--- config.mk ---
export PLATFORM = sky130hd
export DESIGN_NAME = regfile_scoreboard_flat
export DESIGN_NICKNAME = d
export VERILOG_FILES = /design/src/rtl/regfile_scoreboard_if.sv /design/src/rtl/regfile_scoreboard.sv /design/src/flat_wrapper.sv
export SDC_FILE = /design/constraint.sdc
export NUM_CORES = 1
export LEC_CHECK = 0
export BUFFER_PORTS_ARGS = -buffer_cell sky130_fd_sc_hd__buf_2
export CAP_MARGIN = 0
export CELL_PAD_IN_SITES_DETAIL_PLACEMENT = 1
export CELL_PAD_IN_SITES_GLOBAL_PLACEMENT = 1
export CORE_ASPECT_RATIO = 2
export CORE_MARGIN = 4
export CORE_UTILIZATION = 35
export CTS_CLUSTER_SIZE = 24
export DETAILED_ROUTE_END_ITERATION = 10
export GPL_TIMING_DRIVEN = 0
export PLACE_DENSITY = 0.59
export SYNTH_ARGS = -nofsm -noshare
export SYNTH_HDL_FRONTEND = slang
export SYNTH_SLANG_ARGS = --single-unit
--- constraint.sdc ---
create_clock -name clock -period 4.8 [get_ports clock]
set_input_delay 1.2 -clock clock [delete_from_list [all_inputs] [get_ports clock]]
set_output_delay 1.2 -clock clock [all_outputs]
set_load 0.01 [all_outputs]
--- src/rtl/regfile_scoreboard_if.sv ---
// Register file / scoreboard port bundle: writeback, read, reserve and flush signals.
// Latency: none, pure wiring between issue/writeback logic and the register file.
// Backpressure: none; writes and reservations arriving during a flush sweep are dropped.
interface regfile_scoreboard_if #(
  parameter int DATA_WIDTH = 16,
  parameter int ADDR_WIDTH = 4,
  parameter int NUM_READ   = 2
);
  logic                           wr_en;
  logic [ADDR_WIDTH-1:0]          wr_addr;
  logic [DATA_WIDTH-1:0]          wr_data;
  logic [NUM_READ*ADDR_WIDTH-1:0] rd_addr;
  logic [NUM_READ*DATA_WIDTH-1:0] rd_data;
  logic [NUM_READ-1:0]            rd_busy;
  logic                           rsv_en;
  logic [ADDR_WIDTH-1:0]          rsv_addr;
  logic                           clear_req;
  logic                           clear_busy;
  logic                           clear_done;
  logic                           wr_committed;

  // Pipeline side: drives requests, observes read data and status.
  modport master (
    output wr_en, wr_addr, wr_data, rd_addr, rsv_en, rsv_addr, clear_req,
    input  rd_data, rd_busy, clear_busy, clear_done, wr_committed
  );

  // Register file side.
  modport slave (
    input  wr_en, wr_addr, wr_data, rd_addr, rsv_en, rsv_addr, clear_req,
    output rd_data, rd_busy, clear_busy, clear_done, wr_committed
  );
endinterface

--- src/rtl/regfile_scoreboard.sv ---
// Parametrised register file with write bypass, busy scoreboard and sequenced flush.
// Latency: reads/busy are combinational (0 cycles); writes land at the edge, wr_committed one cycle later.
// Backpressure: none; requests during a DEPTH-cycle flush sweep are silently discarded.
module regfile_scoreboard #(
  parameter int DATA_WIDTH = 16,
  parameter int ADDR_WIDTH = 4,
  parameter int NUM_READ   = 2,
  parameter bit ZERO_REG   = 1'b0
) (
  input logic                 clock,
  input logic                 reset_n,
  regfile_scoreboard_if.slave bus
);
  localparam int DEPTH = 1 << ADDR_WIDTH;
  // Counter is one bit wider than an address so DEPTH is representable.
  localparam logic [ADDR_WIDTH:0] CNT_LAST = (ADDR_WIDTH+1)'(DEPTH - 1);

  typedef enum logic {IDLE = 1'b0, SWEEP = 1'b1} state_t;

  state_t                  state;
  logic [ADDR_WIDTH:0]     sweep_cnt;
  logic [ADDR_WIDTH-1:0]   sweep_addr;
  logic [DATA_WIDTH-1:0]   mem [DEPTH];
  logic [DEPTH-1:0]        busy;
  logic                    idle;
  logic                    wr_acc;
  logic                    rsv_acc;
  logic                    clear_busy_q;
  logic                    clear_done_q;
  logic                    wr_committed_q;
  logic [ADDR_WIDTH-1:0]   ra;
  logic [NUM_READ*DATA_WIDTH-1:0] rd_data_c;
  logic [NUM_READ-1:0]     rd_busy_c;

  assign idle       = (state == IDLE);
  assign sweep_addr = sweep_cnt[ADDR_WIDTH-1:0];

  // Register 0 is not a real destination when hardwired to zero.
  assign wr_acc  = bus.wr_en  && idle && !(ZERO_REG && (bus.wr_addr  == '0));
  assign rsv_acc = bus.rsv_en && idle && !(ZERO_REG && (bus.rsv_addr == '0));

  // Flush sequencer with registered status outputs and write-commit flag.
  always_ff @(posedge clock or negedge reset_n) begin
    if (!reset_n) begin
      state          <= IDLE;
      sweep_cnt      <= '0;
      clear_busy_q   <= 1'b0;
      clear_done_q   <= 1'b0;
      wr_committed_q <= 1'b0;
    end else begin
      clear_done_q   <= 1'b0;
      wr_committed_q <= wr_acc;
      case (state)
        IDLE: begin
          if (bus.clear_req) begin
            state        <= SWEEP;
            sweep_cnt    <= '0;
            clear_busy_q <= 1'b1;
          end
        end
        SWEEP: begin
          sweep_cnt <= sweep_cnt + 1'b1;
          if (sweep_cnt == CNT_LAST) begin
            state        <= IDLE;
            clear_busy_q <= 1'b0;
            clear_done_q <= 1'b1;
          end
        end
        default: state <= IDLE;
      endcase
    end
  end

  // Storage array: sweep zeroing takes priority, otherwise accepted writes.
  always_ff @(posedge clock or negedge reset_n) begin
    if (!reset_n) begin
      for (int i = 0; i < DEPTH; i++) begin
        mem[i] <= '0;
      end
    end else if (!idle) begin
      mem[sweep_addr] <= '0;
    end else if (wr_acc) begin
      mem[bus.wr_addr] <= bus.wr_data;
    end
  end

  // Scoreboard: a reservation is applied after the writeback clear so a new producer stays outstanding.
  always_ff @(posedge clock or negedge reset_n) begin
    if (!reset_n) begin
      busy <= '0;
    end else if (!idle) begin
      busy[sweep_addr] <= 1'b0;
    end else begin
      if (wr_acc) begin
        busy[bus.wr_addr] <= 1'b0;
      end
      if (rsv_acc) begin
        busy[bus.rsv_addr] <= 1'b1;
      end
    end
  end

  // Read ports with same-cycle writeback bypass of both data and busy-clear.
  always_comb begin
    rd_data_c = '0;
    rd_busy_c = '0;
    ra        = '0;
    for (int i = 0; i < NUM_READ; i++) begin
      ra = bus.rd_addr[i*ADDR_WIDTH +: ADDR_WIDTH];
      if (ZERO_REG && (ra == '0)) begin
        rd_data_c[i*DATA_WIDTH +: DATA_WIDTH] = '0;
        rd_busy_c[i]                          = 1'b0;
      end else if (wr_acc && (bus.wr_addr == ra)) begin
        rd_data_c[i*DATA_WIDTH +: DATA_WIDTH] = bus.wr_data;
        rd_busy_c[i]                          = 1'b0;
      end else begin
        rd_data_c[i*DATA_WIDTH +: DATA_WIDTH] = mem[ra];
        rd_busy_c[i]                          = busy[ra];
      end
    end
  end

  assign bus.rd_data      = rd_data_c;
  assign bus.rd_busy      = rd_busy_c;
  assign bus.clear_busy   = clear_busy_q;
  assign bus.clear_done   = clear_done_q;
  assign bus.wr_committed = wr_committed_q;
endmodule
--- src/flat_wrapper.sv ---
// flat-port wrapper written by rule: the top's interface ports become plain ports
module regfile_scoreboard_flat 
#(
  parameter int DATA_WIDTH = 16,
  parameter int ADDR_WIDTH = 4,
  parameter int NUM_READ   = 2,
  parameter bit ZERO_REG   = 1'b0
)
  (clock, reset_n, bus_wr_en, bus_wr_addr, bus_wr_data, bus_rd_addr, bus_rsv_en, bus_rsv_addr, bus_clear_req, bus_rd_data, bus_rd_busy, bus_clear_busy, bus_clear_done, bus_wr_committed);
  regfile_scoreboard_if #(.DATA_WIDTH(DATA_WIDTH), .ADDR_WIDTH(ADDR_WIDTH), .NUM_READ(NUM_READ)) bus_i ();
  input logic clock;
  input logic reset_n;
  input wire logic [$bits(bus_i.wr_en)-1:0] bus_wr_en;
  input wire logic [$bits(bus_i.wr_addr)-1:0] bus_wr_addr;
  input wire logic [$bits(bus_i.wr_data)-1:0] bus_wr_data;
  input wire logic [$bits(bus_i.rd_addr)-1:0] bus_rd_addr;
  input wire logic [$bits(bus_i.rsv_en)-1:0] bus_rsv_en;
  input wire logic [$bits(bus_i.rsv_addr)-1:0] bus_rsv_addr;
  input wire logic [$bits(bus_i.clear_req)-1:0] bus_clear_req;
  output wire logic [$bits(bus_i.rd_data)-1:0] bus_rd_data;
  output wire logic [$bits(bus_i.rd_busy)-1:0] bus_rd_busy;
  output wire logic [$bits(bus_i.clear_busy)-1:0] bus_clear_busy;
  output wire logic [$bits(bus_i.clear_done)-1:0] bus_clear_done;
  output wire logic [$bits(bus_i.wr_committed)-1:0] bus_wr_committed;
  assign bus_i.wr_en = bus_wr_en;
  assign bus_i.wr_addr = bus_wr_addr;
  assign bus_i.wr_data = bus_wr_data;
  assign bus_i.rd_addr = bus_rd_addr;
  assign bus_i.rsv_en = bus_rsv_en;
  assign bus_i.rsv_addr = bus_rsv_addr;
  assign bus_i.clear_req = bus_clear_req;
  assign bus_rd_data = bus_i.rd_data;
  assign bus_rd_busy = bus_i.rd_busy;
  assign bus_clear_busy = bus_i.clear_busy;
  assign bus_clear_done = bus_i.clear_done;
  assign bus_wr_committed = bus_i.wr_committed;
  regfile_scoreboard #(.DATA_WIDTH(DATA_WIDTH), .ADDR_WIDTH(ADDR_WIDTH), .NUM_READ(NUM_READ), .ZERO_REG(ZERO_REG)) u_core (.clock(clock), .reset_n(reset_n), .bus(bus_i));
endmodule
==> results of run 1 <==
flip-flops by register name (all words and copies together), names as in the netlist:
signal,count
u_core.mem,256
u_core.busy,16
u_core.sweep_cnt,5
u_core.bus.clear_busy,1
u_core.bus.clear_done,1
u_core.bus.wr_committed,1
u_core.state,1
final timing paths:
| path | cells after the start | start | to | slack (ps) |
|---|---|---|---|---|
| hold reg to reg | 1 | u_core.mem[70] | u_core.mem[70] | 520 |
| hold / removal | 1 | u_core.mem[70] | u_core.mem[70] | 520 |
| max in group asynchronous | 3 | reset_n | u_core.mem[43] | 2720 |
| setup / recovery | 6 | bus_rd_addr[6] | bus_rd_data[18] | 100 |
| setup reg to reg | 6 | u_core.state | u_core.mem[42] | 1760 |
| min in group asynchronous | 1 | reset_n | u_core.mem[50] | 550 |
cells in the mapped netlist (all sizes together), types with 3 or more instances:
| library cell | number |
|---|---|
| a22o | 256 |
| xor2 | 7 |
| mux2i | 98 |
| buf | 76 |
| nand2b | 5 |
| xnor2 | 3 |
| inv | 9 |
| o21ai | 15 |
| ha | 5 |
| a31oi | 12 |
| a2bb2oi | 4 |
| nand2 | 41 |
| a21oi | 8 |
| mux2 | 34 |
| nor2b | 5 |
| clkbuf | 55 |
| nand3 | 10 |
| a22oi | 11 |
| nor3 | 7 |
| nor2 | 17 |
| mux4 | 136 |
| dfrtp | 281 |
report_power, final:
part	internal (mW)	switching [mW]
logic	0.751	1.15
registers	2.69	0.264
clock network	1.40	1.06
total	4.85	2.47
repair_timing:
| item | 4_1_cts | 5_1_grt |
|---|---|---|
| setup buffers | 0 | 0 |
| endpoints found under the setup margin | 22 | 6 |
| gates resized for setup | 23 | 4 |
| hold endpoints to repair | 0 | 0 |
final cells by class:
cell class / instances / area, um2 / share of cell area
inverter: 9 / 33.8 / 0.00194
tap: 550 / 688 / 0.0395
timing repair buffer: 50 / 305 / 0.0175
multi-input combinational: 692 / 7730 / 0.444
clock buffer: 34 / 764 / 0.0439
sequential: 281 / 7030 / 0.404
clock inverter: 17 / 219 / 0.0126
buffer: 131 / 648 / 0.0372
kinds of logic after synthesis:
logic type	share of synthesized area
compound gates	0.171
xor+xnor	0.00570
fa+ha+maj	0.00407
buf+inv	0.0400
flops	0.457
mux	0.288
simple gates	0.0339
metal layers:
layer / global-route usage / part of all wire / vias to the layer above
li1: - / - / 4612
met1: 0.286 / 0.34 / 6196
met2: 0.475 / 0.53 / 490
met3: 0.0317 / 0.043 / 186
met4: 0.175 / 0.084 / 0
met5: 0 / 0 / -
worst reg2reg max path, stage by stage (launching register included):
cell and delay, ps:
dfrtp_1 440, nand4bb_1 150, buf_2 220, nor2_1 230
a21oi_1 800, clkbuf_1 870, a22o_1 260
through the flow:
stage | hold WS (ps) | worst slack (ps) | utilization | cell area (um2) | cells
2_1_floorplan | 477 | 802 | - | 15400 | 1113
4_1_cts | 521 | 14.2 | 0.401 | 17400 | 1764
5_1_grt | 535 | 50.5 | 0.402 | 17400 | 1764
6_report | 523 | 96.2 | 0.402 | 17400 | 1764
3_5_place_dp | 500 | -175 | 0.377 | 16400 | 1713
3_3_place_gp | 494 | -3060 | 0.376 | 16300 | 1711
==> results by group, run 1 <==
STA
  • Slew headroom: 0.174
  • Clock Skews: 14.4 ps
  • Fin. max-slew vios: 0
  • Final worst path period share: 0.980
  • Worst-Margin Slew: roughly 1200 ps
  • Setup violators final: 0
  • Post-route setup TNS: 0 ps
  • Final Hold Viols: 0
  • RSZ-0062 raised after global routing: false
  • Final worst path period need: roughly 4700 ps
  • Max Freq: between 200 and 250 MHz

Place
  • RePlAce Congestion: ~0.91
  • Hpwl dp: approximately 45 mm
  • PortBufs: 48

Setup path
  • CP startpoint kind: input pin
  • CP max FO: 10
  • Max incr delay on CP: 650 ps
  • Crit path required time: approximately 3600 ps
  • Crit path max-delay family: buffers and inverters
  • Crit path buf inv count: 3
  • Crit Path Class: input pin to output port
  • Worst-path cell chain: clkbuf_1 -> clkdlybuf4s15_2 -> mux2i_1 -> mux2i_1 -> mux2_2 -> buf_2
  • Critical Path End Type: output port
  • Critical Path AT: between 3000 and 4000 ps
  • Critical Path Slowest Stage Cell: clkdlybuf4s15_2
  • CP dominant cell by count: mux2i_1

Status
  • Outcome: finished clean

Clocking
  • CTS root buf: clkbuf_16
  • CTS tree: yes
  • Worst-path clk slew: about 60 ps
  • CTS hold repair buffers: 0
  • Clock latency on the worst-skew pair: 580 ps
  • Clock Path Buffers: 3
  • H-tree depth: 1
  • Num CTS Buffers: 29
  • CTS sink count: around 280

Power and ir drop
  • Pleak: ~7.8 nW
  • Final Power: between 7 and 8 mW
  • Peak VDD IR: roughly 340 uV
  • Power per cell area: around 420 nW/um2

Floorplan
  • Chip height: between 300 and 400 um
  • I/O Pins: 74
  • Die area: between 40000 and 50000 um2
  • Die Span X: ~160 um
  • Initial Util: 0.354
  • Rows: 108
  • Core footprint: ~43000 um2

Logic synthesis
  • Async S/R FF share, synth: 1.00
  • Ys flop type: dfrtp_1
  • Synth warnings: 0
  • Synth Area per Inst: around 14 um2
  • Post-synthesis cell type count: 44
  • Yosys top cell by area: dfrtp_1
  • Largest cells by area after synthesis: dfrtp_1 46%, mux4_2 20%, a22o_1 15%, mux2i_1 6.4%, mux2_2 2.5%
  • Synth Register Bits: 281
  • Sequential area share after synthesis: 0.457
  • Cell area after synthesis: 15400 um2
  • Synthesized Nets: approximately 1200
  • Yosys top cell area share: 0.457
  • Number of flops mapped to enable cells by yosys: 0
  • Post-Syn Instances: between 1000 and 1500

Finish
  • Area Overhead vs Synth: 13.3%
  • Fill count: about 4400
  • Commonest non-fill, non-tap cell in the layout: dfrtp_1
  • Commonest non-fill, non-tap cells in the layout: 281 x dfrtp_1, 256 x a22o_1, 136 x mux4_2, 97 x mux2i_1, 84 x buf_2
  • Fraction of layout cells with a size suffix above 1: 0.284
  • Diodes inserted: 0
  • Fin nets: 1236

Job
  • Max-cap violation count: 0

Global routing
  • Largest net degree at the start of global routing: 111
  • Vias in the first global route: ~13000
  • Global route overflow: 0
  • Gr usage total: 0.265
  • Initial antenna violation count: 0
  • First-pass GRT wire length: approximately 91 mm

Drt
  • Wirelength per Cell: 35.8 um
  • Vias: around 11000
  • Antenna viol nets, final: 0
  • Routed wire length: roughly 63 mm
  • First DRT Iteration DRCs: between 700 and 800
  • DRC viols: 0
  • Drt first pass iters: 5
  • Via density: between 6 and 7

Min path
  • HP Class: register to register
Power figures use the tool's default switching activity.
==> inputs of run 2 (changes only) <==
--- a/config.mk
+++ b/config.mk
@@ -5,7 +5,7 @@
 export SDC_FILE = /design/constraint.sdc
 export NUM_CORES = 1
 export LEC_CHECK = 0
-export BUFFER_PORTS_ARGS = -buffer_cell sky130_fd_sc_hd__buf_2
+export BUFFER_PORTS_ARGS = -buffer_cell sky130_fd_sc_hd__clkbuf_2
 export CAP_MARGIN = 0
 export CELL_PAD_IN_SITES_DETAIL_PLACEMENT = 1
 export CELL_PAD_IN_SITES_GLOBAL_PLACEMENT = 1
==> results by group, run 2 (synthesized netlist as in run 1, its figures left out) <==
Status
  • Outcome: finished clean

Drt
  • Routed wire length: 62.9 mm (-0.45%)
  • DRC viols: 0 (unchanged)
  • Drt first pass iters: 5 (unchanged)
  • First DRT Iteration DRCs: 900 (+17%)
  • Antenna viol nets, final: 0 (unchanged)
  • Vias: 11500 (+0.087%)
  • Via density: 6.51 (about the same)
  • Wirelength per Cell: 35.6 um (-0.51%)

Setup path
  • Crit Path Class: input pin to output port
  • Crit path required time: 3600 ps (about the same)
  • CP max FO: 10 (unchanged)
  • Critical Path AT: 3560 ps (+60 ps)
  • CP startpoint kind: input pin
  • Critical Path End Type: output port

Finish
  • Sequential Area: 7030 um2 (unchanged)
  • Fill count: 4538 (+2.5%)
  • Design Area, Final: 17500 um2 (+0.23%)
  • Final Core Density: 0.403 (+0.000923)
  • Commonest non-fill, non-tap cell in the layout: dfrtp_1
  • Diodes inserted: 0 (unchanged)
  • Fin nets: 1235 (-0.081%)
  • Largest Register: u_core.mem
  • Largest regs: u_core.mem x256, u_core.busy x16, u_core.sweep_cnt x5
  • Fraction of layout cells with a size suffix above 1: 0.286 (+0.00141)
  • Area Overhead vs Synth: 13.6%
  • Max reg flops: 256 (unchanged)
  • Final Non-Filler Cells: 1765 (+0.057%)
  • Multi-input logic area: 7730 um2 (unchanged)
  • Commonest non-fill, non-tap cells in the layout: 281 x dfrtp_1, 256 x a22o_1, 136 x mux4_2, 97 x mux2i_1, 53 x clkbuf_2

STA
  • Slew headroom: 0.158 (-0.0166)
  • Post-route setup TNS: 0 ps (unchanged)
  • Final worst path period need: 4760 ps (+56.0 ps)
  • Clock Skews: 12.2 ps (-2.22 ps)
  • Final Hold Viols: 0 (unchanged)
  • RSZ-0062 raised after global routing: false
  • Worst-Margin Slew: 1260 ps (+24.8 ps)
  • Setup violators final: 0 (unchanged)
  • Fin. max-slew vios: 0 (unchanged)
  • Final WS setup: 40.2 ps (-56.0 ps)
  • Final worst path period share: 0.992 (+0.0117)
  • Max Freq: 210 MHz (-1.2%)

Floorplan
  • Initial Util: 0.354 (unchanged)
  • I/O Pins: 74 (unchanged)
  • Rows: 108 (unchanged)
  • Die area: 47500 um2 (unchanged)
  • Die Span X: 156 um (unchanged)
  • Core footprint: 43400 um2 (unchanged)
  • Chip height: 304 um (unchanged)

Clocking
  • Post-CTS Setup Bufs: 0 (unchanged)
  • CTS sink count: 281 (unchanged)
  • Worst-path clk slew: 70 ps (about the same)
  • H-tree depth: 1 (unchanged)
  • CTS root buf: clkbuf_16
  • CTS hold repair buffers: 0 (unchanged)
  • Num CTS Buffers: 28 (-3.4%)
  • Clock latency on the worst-skew pair: 570 ps (about the same)
  • Clock Path Buffers: 3 (unchanged)
  • CTS tree: yes

Place
  • Placed Cells incl. Taps: 1713 (unchanged)
  • PortBufs: 48 (unchanged)
  • Post-DP Area: 16400 um2 (about the same)
  • Placement Setup Slack: -154 ps (+21.5 ps)
  • RePlAce Congestion: 0.902 (-0.58%)
  • Hpwl dp: 44.8 mm (-0.25%)

Global routing
  • Largest net degree at the start of global routing: 108 (-2.7%)
  • First-pass GRT wire length: 90.6 mm (-0.39%)
  • Global route overflow: 0 (unchanged)
  • Gr usage total: 0.262 (-0.00239)
  • Vias in the first global route: 12600 (-0.54%)
  • Initial antenna violation count: 0 (unchanged)

Power and ir drop
  • Pleak: 7.75 nW (-0.17%)
  • Power per cell area: 424 nW/um2 (+0.85%)
  • Peak VDD IR: 247 uV (-28%)

Job
  • Max-cap violation count: 0 (unchanged)

Min path
  • HP Class: register to register
==> run 2: cell types whose count changed in the layout (fill, tap and decap cells not counted), sizes merged <==
cell	before	now
buf	121	73
clkbuf	89	136
bufinv	5	6
clkinvlp	2	3
==> run 2: final cells by class <==
cell class / instances / area share
Sequential cell: 281 / 0.403
Multi-Input combinational cell: 692 / 0.443
Tap cell: 550 / 0.0394
Inverter: 9 / 0.00193
Clock inverter: 19 / 0.0149
Timing Repair Buffer: 50 / 0.0174
Buffer: 131 / 0.0368
Clock buffer: 33 / 0.0441
==> run 2: critical path, stage by stage <==
cell and delay [ps]:
clkbuf_1 350, clkbuf_4 350, buf_2 450, mux4_2 400, mux2i_1 210, mux2i_1 110
mux2_2 330, clkbuf_2 140
==> run 2: repair_timing <==
item | CTS | global route
hold endpoints to repair | 0 | 0
setup endpoints to repair | 27 | 12
resized for setup | 20 | 4
==> run 2: worst paths after layout <==
| kind | endpoint | slack (ps) | depth (start not counted) | from |
|---|---|---|---|---|
| min in group asynchronous | u_core.mem[162] | 610 | 1 | reset_n |
| worst min register to register | u_core.mem[186] | 520 | 1 | u_core.mem[186] |
| worst max-delay path | bus_rd_data[25] | 40 | 8 | bus_rd_addr[7] |
| worst max register to register | u_core.mem[6] | 1720 | 6 | u_core.sweep_cnt[0] |
| worst min-delay path | u_core.mem[186] | 520 | 1 | u_core.mem[186] |
| max in group asynchronous | u_core.mem[11] | 2620 | 3 | reset_n |
==> run 2: per-stage QoR <==
| stage | total power [mW] | hold slack [ps] |
|---|---|---|
| 2_1_floorplan | 4.08 | 477 |
| 3_3_place_gp | 4.81 | 493 |
| 3_5_place_dp | 4.87 | 497 |
| 4_1_cts | 7.42 | 521 |
| 5_1_grt | 7.65 | 535 |
| 6_report | 7.39 | 524 |
==> run 2: power breakdown <==
part | internal (mW) | switching, mW
registers | 2.69 | 0.262
logic | 0.750 | 1.15
clock network | 1.47 | 1.06
==> run 2: per-layer routing <==
metal  part of all wire  track usage  wire, um
met5                  0            0         0
met2               0.54        0.477     33700
met3              0.045       0.0236      2820
met4              0.080        0.169      5050
met1               0.34        0.285     21300
==> inputs of run 3 (changes only) <==
--- a/config.mk
+++ b/config.mk
@@ -9,7 +9,6 @@
 export CAP_MARGIN = 0
 export CELL_PAD_IN_SITES_DETAIL_PLACEMENT = 1
 export CELL_PAD_IN_SITES_GLOBAL_PLACEMENT = 1
-export CORE_ASPECT_RATIO = 2
 export CORE_MARGIN = 4
 export CORE_UTILIZATION = 35
 export CTS_CLUSTER_SIZE = 24
==> results by group, run 3 (synthesized netlist as in run 1, its figures left out) <==
Drt
  • Vias: 11400 (-0.57%)
  • Wirelength per Cell: 32.0 um (-10%)
  • Via density: 6.31 (-3.2%)
  • Drt first pass iters: 5 (unchanged)
  • Routed wire length: 58.0 mm (-7.7%)
  • Antenna viol nets, final: 0 (unchanged)
  • DRC viols: 0 (unchanged)
  • First DRT Iteration DRCs: 1048 (+16%)

Global routing
  • First-pass GRT wire length: 85.4 mm (-5.7%)
  • Busiest grt layer: met2
  • Vias in the first global route: 12000 (-5.1%)
  • Met2 usage: 0.391 (-0.0862)
  • Gr usage total: 0.244 (-0.0184)
  • Global route overflow: 0 (unchanged)
  • Largest net degree at the start of global routing: 80 (-26%)
  • GR Util met1: 0.344 (+0.0591)
  • Met3 usage: 0.0419 (+0.0183)
  • Initial antenna violation count: 1 (+1)

Power and ir drop
  • Seq pwr share: 0.393 (-0.006)
  • Int Pwr: 5.10 mW (+3.8%)
  • Combinational fraction of design power: 0.243 (-0.014)
  • Power per cell area: 426 nW/um2 (+0.56%)
  • Net Sw Frac: 0.321 (-0.0144)
  • Pleak: 7.83 nW (+1.0%)
  • Net Sw Power: 2.41 mW (-2.8%)
  • Final Power: 7.51 mW (+1.6%)
  • Peak VDD IR: 200 uV (-19%)
  • Clock power frac: 0.363 (+0.020)

Clocking
  • H-tree depth: 2 (+1)
  • CTS root buf: clkbuf_16
  • Resized cells post-CTS: 11 (-45%)
  • Clock latency on the worst-skew pair: 530 ps (-40 ps)
  • CTS tree: yes
  • Worst-path clk slew: 60 ps (about the same)
  • Clock Path Buffers: 3 (unchanged)
  • CTS hold repair buffers: 0 (unchanged)
  • Post-CTS Setup Bufs: 0 (unchanged)
  • Num CTS Buffers: 35 (+25%)
  • CTS sink count: 281 (unchanged)

Finish
  • Fin nets: 1243 (+0.65%)
  • Fraction of layout cells with a size suffix above 1: 0.282 (-0.00361)
  • Final Non-Filler Cells: 1812 (+2.7%)
  • Largest regs: u_core.mem x256, u_core.busy x16, u_core.sweep_cnt x5
  • Commonest non-fill, non-tap cell in the layout: dfrtp_1
  • Max reg flops: 256 (unchanged)
  • Diodes inserted: 0 (unchanged)
  • Design Area, Final: 17600 um2 (+1.0%)
  • Largest Register: u_core.mem
  • Commonest non-fill, non-tap cells in the layout: 281 x dfrtp_1, 256 x a22o_1, 136 x mux4_2, 98 x mux2i_1, 58 x clkbuf_1
  • Area Overhead vs Synth: 14.8%

Place
  • Hpwl dp: 40.0 mm (-11%)
  • Placed Cells incl. Taps: 1749 (+2.1%)
  • Post-DP Area: 16400 um2 (+0.44%)
  • Placement Setup Slack: -391 ps (-237 ps)
  • PortBufs: 48 (unchanged)
  • RePlAce Congestion: 0.862 (-4.4%)

STA
  • RSZ-0062 raised after global routing: false
  • Fin. max-slew vios: 0 (unchanged)
  • Clock Skews: 17.6 ps (+5.37 ps)
  • Final WS setup: -3.08 ps (-43.3 ps)
  • Setup violators final: 1 (+1)
  • Max Freq: 208 MHz (-0.90%)
  • Worst-Margin Slew: 1320 ps (+59.2 ps)
  • Slew headroom: 0.110 (-0.0479)
  • Final Hold Viols: 0 (unchanged)
  • Final worst path period need: 4800 ps (+43.3 ps)
  • Final worst path period share: 1.00 (+0.00901)

Floorplan
  • Chip height: 218 um (-29%)
  • Initial Util: 0.355 (+0.000902)
  • Die Span X: 218 um (+39%)
  • Rows: 76 (-30%)
  • I/O Pins: 74 (unchanged)
  • Core footprint: 43300 um2 (-0.25%)
  • Die area: 47300 um2 (-0.43%)

Setup path
  • CP max FO: 10 (unchanged)
  • Worst Reg2Reg Path Length in Cells: 5 (-1)
  • Crit path required time: 3600 ps (about the same)
  • Critical Path End Type: output port
  • Crit Path Class: input pin to output port
  • CP startpoint kind: input pin
  • Critical Path AT: 3600 ps (+40 ps)

Min path
  • Hold-critical path depth: 1 (unchanged)
  • HP Class: register to register

Status
  • Outcome: complete, but fails checks
  • Violated checks: negative setup slack

Job
  • Max-cap violation count: 0 (unchanged)
run 3: per-layer routing:
| layer | vias to the layer above | routed length (um) |
|---|---|---|
| li1 | 4615 | - |
| met1 | 6224 | 25200 |
| met2 | 491 | 27200 |
| met3 | 96 | 3930 |
| met4 | 2 | 1590 |
| met5 | - | 68 |
run 3: power groups by stage:
| stage | Clock [mW] | Sequential [mW] | Combinational [mW] |
|---|---|---|---|
| floorplan | 0 | 2.89 | 1.19 |
| global placement | 0 | 2.96 | 1.78 |
| detailed placement | 0 | 2.98 | 1.82 |
| CTS | 2.77 | 2.94 | 1.83 |
| global route | 2.87 | 2.99 | 1.95 |
| finish | 2.73 | 2.96 | 1.83 |
run 3: metrics by stage:
step	TNS, ps	utilization	hold WS [ps]
global placement	-1092730	0.378	493
detailed placement	-8110	0.380	498
finish	-3.08	0.408	511
global route	0	0.408	530
floorplan	0	-	477
CTS	0	0.407	517
run 3: final cells by class:
cell class / count / area (um2)
clock inverters: 6 / 80.1
repair buffers: 51 / 332
well taps: 585 / 732
inverters: 9 / 33.8
clock buffers: 57 / 1090
plain buffers: 131 / 617
flip-flops and latches: 281 / 7030
fillers: 4468 / 25600
multi-input cells: 692 / 7720
run 3: worst max-delay path: stages:
cell and delay (ps):
clkbuf_1 530, buf_1 870, mux2i_1 390, mux2i_1 110
mux2_2 350, clkbuf_2 140
run 3: final timing paths:
check	startpoint	end	slack [ps]
worst max-delay path	bus_rd_addr[2]	bus_rd_data[5]	-3
worst min-delay path	u_core.mem[27]	u_core.mem[27]	510
worst max register to register	u_core.state	u_core.mem[8]	1530
worst min register to register	u_core.mem[27]	u_core.mem[27]	510
max in group asynchronous	reset_n	u_core.bus.clear_done	3220
min in group asynchronous	reset_n	u_core.mem[122]	700
